File: src/rtl/sipo_deframer.sv
// -----------------------------------------------------------------------------
// sipo_deframer
//
// Serial-in / parallel-out deframer. Bits arrive MSB first on serial_in and
// are sampled on rising clk while serial_valid is 1. Every N sampled bits
// form a word. The word is presented on parallel_out with a valid/ready
// handshake.
//
// If a word completes while the previous word is still unconsumed, the new
// word is dropped and overrun pulses for one cycle. The sync input discards
// any partial word and restarts bit counting.
//
// Optional feature, macro SIPO_DEFRAMER_PARITY_EN:
//   When this macro is defined, each frame is N data bits followed by one
//   even-parity bit. parity_err is loaded together with parallel_out.
//   When it is undefined, parity_err is tied to 0.
//
// Ports:
//   clk          in   rising-edge clock
//   reset        in   asynchronous active-low reset
//   sync         in   word-alignment strobe (clears bit counter)
//   serial_in    in   serial data bit, MSB first
//   serial_valid in   qualifies serial_in
//   out_ready    in   consumer accepts parallel_out when out_valid=1
//   parallel_out out  last completed word [N-1:0]
//   out_valid    out  parallel_out holds an unconsumed word
//   overrun      out  one-cycle pulse when a completed word is dropped
//   parity_err   out  parity status of the word on parallel_out
// -----------------------------------------------------------------------------
module sipo_deframer #(
    parameter int N = 4
) (
    input  logic         clk,
    input  logic         reset,
    input  logic         sync,
    input  logic         serial_in,
    input  logic         serial_valid,
    input  logic         out_ready,
    output logic [N-1:0] parallel_out,
    output logic         out_valid,
    output logic         overrun,
    output logic         parity_err
);

`ifdef SIPO_DEFRAMER_PARITY_EN
    // The counter goes one step further because the parity bit follows the data.
    localparam int TERM = N;
`else
    localparam int TERM = N - 1;
`endif
    localparam int CW = $clog2(N + 1);
    localparam logic [CW-1:0] CNT_TERM = CW'(TERM);

    logic [N-1:0]  r_shreg;
    logic [CW-1:0] r_cnt;
    logic [N-1:0]  r_out;
    logic          r_valid;
    logic          r_overrun;

    logic          w_sample;
    logic          w_last;
    logic          w_shift;
    logic [N-1:0]  w_word;

    // sync takes priority: while it is high, the serial bit is ignored.
    assign w_sample = serial_valid && !sync;
    assign w_last   = w_sample && (r_cnt == CNT_TERM);

`ifdef SIPO_DEFRAMER_PARITY_EN
    logic r_perr;
    logic w_perr;

    // The final bit is the parity bit. It is not shifted in, so shreg keeps
    // the data word intact.
    assign w_shift = w_sample && !w_last;
    assign w_word  = r_shreg;
    assign w_perr  = (^r_shreg) ^ serial_in;

    always_ff @(posedge clk or negedge reset) begin
        if (!reset) begin
            r_perr <= 1'b0;
        end else if (w_last && (!r_valid || out_ready)) begin
            r_perr <= w_perr;
        end
    end

    assign parity_err = r_perr;
`else
    assign w_shift    = w_sample;
    assign w_word     = {r_shreg[N-2:0], serial_in};
    assign parity_err = 1'b0;
`endif

    // Shift register and bit counter
    always_ff @(posedge clk or negedge reset) begin
        if (!reset) begin
            r_shreg <= '0;
            r_cnt   <= '0;
        end else begin
            if (w_shift) begin
                r_shreg <= {r_shreg[N-2:0], serial_in};
            end
            if (sync || w_last) begin
                r_cnt <= '0;
            end else if (w_sample) begin
                r_cnt <= r_cnt + CW'(1);
            end
        end
    end

    // Output register, valid flag and overrun pulse
    always_ff @(posedge clk or negedge reset) begin
        if (!reset) begin
            r_out     <= '0;
            r_valid   <= 1'b0;
            r_overrun <= 1'b0;
        end else begin
            r_overrun <= 1'b0;
            if (w_last) begin
                if (!r_valid || out_ready) begin
                    // The previous word is consumed on the same edge, so the
                    // new word replaces it and out_valid stays high.
                    r_out   <= w_word;
                    r_valid <= 1'b1;
                end else begin
                    r_overrun <= 1'b1;
                end
            end else if (out_ready) begin
                r_valid <= 1'b0;
            end
        end
    end

    assign parallel_out = r_out;
    assign out_valid    = r_valid;
    assign overrun      = r_overrun;

endmodule

File: config.mk
export PLATFORM = sky130hd
export DESIGN_NAME = sipo_deframer
export DESIGN_NICKNAME = d
export VERILOG_FILES = /design/src/rtl/sipo_deframer.sv
export SDC_FILE = /design/constraint.sdc
export NUM_CORES = 1
export LEC_CHECK = 0
export ABC_AREA = 1
export ABC_CLOCK_PERIOD_IN_PS = 1450
export CORE_AREA = 2 2 39 41
export CTS_CLUSTER_DIAMETER = 200
export DETAILED_ROUTE_END_ITERATION = 10
export DIE_AREA = 0 0 41 43
export PLACE_DENSITY = 0.67
export SLEW_MARGIN = 10
export SYNTH_ARGS = -nofsm -noshare
export SYNTH_HDL_FRONTEND = slang
export SYNTH_SLANG_ARGS = --single-unit
File: constraint.sdc
create_clock -name clk -period 1.45 [get_ports clk]
set_input_delay 0.145 -clock clk [delete_from_list [all_inputs] [get_ports clk]]
set_output_delay 0.145 -clock clk [all_outputs]
set_load 0.01 [all_outputs]
# == Word level (Yosys, flattened, before mapping) ==
# Cells that the tools add are included.
# word_totals
word_cells,25
regBits,12
input_bits,6
output_inout_bits,7
# op_classes
n_eq_ne,2
mux,7
add_sub_neg,1
n_reduce_logical,10
# op_table
operator,count
two-way mux 3 bit,2
two-way mux 1 bit,5
AND reduction 2 bit,2
nonzero test 2 bit,2
"adder 3 x 1 -> 3 bit, second input constant",1
"equality test 3 x 2 -> 1 bit, second input constant",1
logical AND 1 bit,2
logical NOT 1 bit,2
logical OR 1 bit,2
"!= test 2 x 1 -> 1 bit, second input constant",1

# == Depth between registers and ports, before layout ==
# logic_depth
ltp_word,5
depth_mapped,6
mapped_depth_nobuf,5

# == Worst setup path before layout ==
# No wires, ideal clock.
# synth_timing
path_type,register -> register
start,register r_cnt[0]
end,register r_cnt[0]
arrival_ns,1.074
path_buffers,0
required_ns,1.377
slack_ns,0.303
period_less_slack_ns,1.147
stages_incl_launch_ff,6
cell_sequence,dfrtp_1 ha_1 ha_1 inv_1 nand2_4 a21oi_2
# synth_via
elab_chain_cells,4
elab_cells_between_ends,7
cone_classes,1 x add/sub; 1 x eq/ne; 2 x mux; 3 x reduce/logical
# synth_rtl
element,line_no,source
start: declaration,55,logic [CW-1:0] r_cnt;
start signal: assignment,106,r_cnt <= r_cnt + CW'(1);
"parallel branches: the longest is 4 deep, another holds adder 3 x 1 -> 3 bit",-,
# Parallel ways; which one is timed is not known. The select of a mux whose other input is x is not followed.
# A chain may end at the register's enable or synchronous reset.

# == Final worst setup path ==
# layout_timing
start,"register r_out[0], in the netlist parallel_out[0]"
end,output port parallel_out[0]
# layout_lines
element,line_no,source
start: declaration,56,logic [N-1:0] r_out;
start signal: assignment,123,r_out <= w_word;
end: declaration,39,"output logic [N-1:0] parallel_out,"
# No word-level cell between the ends.

==> results.json <==
{
  "fin_worst_skew_ns": 0.0004307,
  "cts_hold_buffers": 0,
  "drv_slew": 0,
  "via_count": 401,
  "route.detailed.vias_per_inst": 4.609,
  "row_count": 14,
  "ys_seq_elements": 12,
  "clock_insertion_delay_worst_skew_ns": 0.26,
  "rr_worst_depth": 5,
  "critPathBufInv": 1,
  "worst_flop_to_flop_path_startpoint": "r_cnt[0]$_DFFE_PN0P_",
  "critPathCaptureType": "primary output",
  "cpPeakStageDelay_ns": 0.54,
  "synth_largest_area_cell": "sky130_fd_sc_hd__dfrtp_1",
  "tritoncts_num_sinks": 12,
  "grtUsageMet3": 0.03141,
  "die_h_um": 43,
  "clkSlewWorstSetupHoldPaths_ns": 0.07,
  "met1_usage": 0.1582,
  "timing.critical_path.required_ns": 1.31,
  "numCtsBuffers": 3,
  "achievable-frequency_mhz": 770.4,
  "grt_start_max_net_pins": 13,
  "yosysSeqAreaShare": 0.5505,
  "design.portCount": 13,
  "avgRoutedWirePerCell_um": 10.13,
  "cpMaxStageDelayCell": "sky130_fd_sc_hd__clkdlybuf4s50_1",
  "share_of_final_layout_standard_cells_stronger_than_drive_strength_1": 0.1831,
  "antenna_found_initial": 0,
  "crit_path_max_fanout": 2,
  "power.static_leakage_nw": 0.3456,
  "cts.htree.levels": 1,
  "syn_nets": 65,
  "gp_routability_congestion": 0.7418,
  "initial_utilization": 0.3942,
  "grt_pass1_vias": 384,
  "max_cap_violations": 0,
  "cts.repair.resized": 0,
  "ctsLongestPathBuffers": 2,
  "drt-initial-drc-count": 6,
  "area_added_between_synthesis_and_finish_pct": 27.29,
  "number_of_diodes_added_for_antenna_fixing": 0,
  "path_class": "reg2out",
  "detailedRoute.firstPassIterationCount": 3,
  "unrepaired_setup_endpoints_after_global_routing": "false",
  "max-vdd-ir-drop_uv": 433.0,
  "post_route_clock_period_utilization": 0.8952,
  "placed_cell_area_um2": 671.9,
  "worstMarginPinSlew_ns": 0.5388,
  "dpl.hpwl_um": 706.5,
  "synthTopCellsByArea": "sky130_fd_sc_hd__dfrtp_1 55%, sky130_fd_sc_hd__nand2_1 12%, sky130_fd_sc_hd__ha_1 4.6%",
  "final.min_clock_period_ns": 1.298,
  "timing.critical_path.cells": "clkdlybuf4s50_1",
  "grt_util_all_layers": 0.1314,
  "globalRouteOverflowTotal": 0,
  "maxSlewHeadroom": 0.6397,
  "startpoint_type": "register",
  "instances_no_fill": 87,
  "root_buffer": "sky130_fd_sc_hd__clkbuf_4",
  "post-synth-top-area-fraction": 0.5505,
  "final_design_area_no_fill_um2": 694.4,
  "nets": 81,
  "synthCells": 57,
  "crit_family": "buffers and inverters",
  "globalRouteMet2Util": 0.1906,
  "final.setup.tns_ns": 0,
  "fp.coreArea_um2": 1384,
  "count_of_different_cell_masters_after_synthesis": 18,
  "r2r-end": "r_cnt[0]$_DFFE_PN0P_",
  "final_antenna_net_count": 0,
  "setup-violations-final": 0,
  "post_cts_buffers": 0,
  "outcome": "completed",
  "routed_wirelength_um": 881,
  "post_synth_instance_area_um2": 545.5,
  "finalHoldViolations": 0,
  "dieArea_um2": 1763,
  "tritoncts_clock_tree": "built",
  "globalRoute.busiestLayer": "met2",
  "data_arrival_time_of_the_worst_path_ns": 1.15,
  "synth.avg_cell_area_um2": 9.571,
  "drc_errors": 0,
  "numPortBuffers": 11,
  "power_per_cell_area_nw_per_um2": 1339,
  "yosysWarningCount": 0,
  "grt_first_pass_wirelength_mm": 1.531,
  "placed_cells_incl_taps": 84,
  "holdCritPathClass": "in2async",
  "setup.reg_to_reg.worst_slack_ns": 0.20,
  "die_width_um": 41
}
==> cell usage in the layout (no fill, tap or decap), types with 3 or more instances in the layout <==
cell type and n:
sky130_fd_sc_hd__clkbuf_4 3, sky130_fd_sc_hd__nand2_1 17, sky130_fd_sc_hd__nand4_1 4, sky130_fd_sc_hd__clkdlybuf4s50_1 11, sky130_fd_sc_hd__inv_1 6, sky130_fd_sc_hd__dfrtp_1 12
==> per-stage QoR <==
stage | util | power [W] | setup slack [ns] | hold slack [ns]
global placement | 0.4855 | 0.0007424 | 0.1864 | 0.4624
floorplan | - | 0.0006147 | 0.3035 | -0.1506
global route | 0.5018 | 0.001010 | 0.07408 | 0.2644
CTS | 0.5018 | 0.0009448 | 0.1365 | 0.2463
finish | 0.5018 | 0.0009301 | 0.1520 | 0.2366
detailed placement | 0.4855 | 0.0007526 | 0.1689 | 0.4708
==> cell families (layout without fill, tap and decap cells) <==
| kind of cell | Yosys count | in the layout | share of synthesized area |
|---|---|---|---|
| compound gates | 4 | 4 | 0.05734 |
| fa+ha+maj | 2 | 2 | 0.04586 |
| buf+inv | 9 | 23 | 0.08256 |
| flops | 12 | 12 | 0.5505 |
| other cells | 1 | 1 | 0.006874 |
| simple gates | 29 | 29 | 0.2569 |
==> worst max-delay path by stage <==
stage | from | to | slack (ns) | cells past startpoint
2_1_floorplan | r_cnt[0]$_DFFE_PN0P_ | r_cnt[0]$_DFFE_PN0P_ | 0.30 | 5
3_3_place_gp | serial_valid | parallel_out[1]$_DFFE_PN0P_ | 0.19 | 6
3_5_place_dp | serial_valid | parallel_out[2]$_DFFE_PN0P_ | 0.17 | 6
4_1_cts | parallel_out[3]$_DFFE_PN0P_ | parallel_out[3] | 0.14 | 1
5_1_grt | parallel_out[3]$_DFFE_PN0P_ | parallel_out[3] | 0.07 | 1
6_report | parallel_out[0]$_DFFE_PN0P_ | parallel_out[0] | 0.15 | 1
==> flip-flops by register name, indices dropped and copies added, names as in the netlist <==
name	cells
out_valid	1
overrun	1
parallel_out	4
r_cnt	3
r_shreg	3
==> layout make-up <==
type / count / area [um2]
inverter: 7 / 26.28
multi-input combinational: 36 / 200.2
fill: 144 / 689.4
timing repair buffer: 13 / 125.1
clock buffer: 3 / 22.52
sequential: 12 / 300.3
tap: 16 / 20.02
==> power by group <==
part	internal, W	switching (W)	total, W
clock	0.0000956	0.0000952	0.000191
sequential	0.000414	0.0000438	0.000458
combinational	0.000144	0.000137	0.000281
==> metal layers <==
layer | share of wire | up-vias
met5 | 0 | -
met4 | 0.017 | 0
met3 | 0.039 | 2
met2 | 0.47 | 8
met1 | 0.47 | 181
li1 | - | 210
==> Yosys cell counts <==
master	instances
sky130_fd_sc_hd__a21oi_2	1
sky130_fd_sc_hd__buf_4	1
sky130_fd_sc_hd__buf_6	1
sky130_fd_sc_hd__conb_1	1
sky130_fd_sc_hd__dfrtp_1	12
sky130_fd_sc_hd__ha_1	2
sky130_fd_sc_hd__inv_1	6
sky130_fd_sc_hd__inv_2	1
sky130_fd_sc_hd__nand2_1	17
sky130_fd_sc_hd__nand2_2	1
sky130_fd_sc_hd__nand2_4	1
sky130_fd_sc_hd__nand3_1	2
sky130_fd_sc_hd__nand4_1	4
sky130_fd_sc_hd__nor2_1	2
sky130_fd_sc_hd__nor2_2	1
sky130_fd_sc_hd__nor3_2	1
sky130_fd_sc_hd__o21ai_0	1
sky130_fd_sc_hd__o21ai_2	2
No activity file was read; power rests on OpenSTA's default activity.
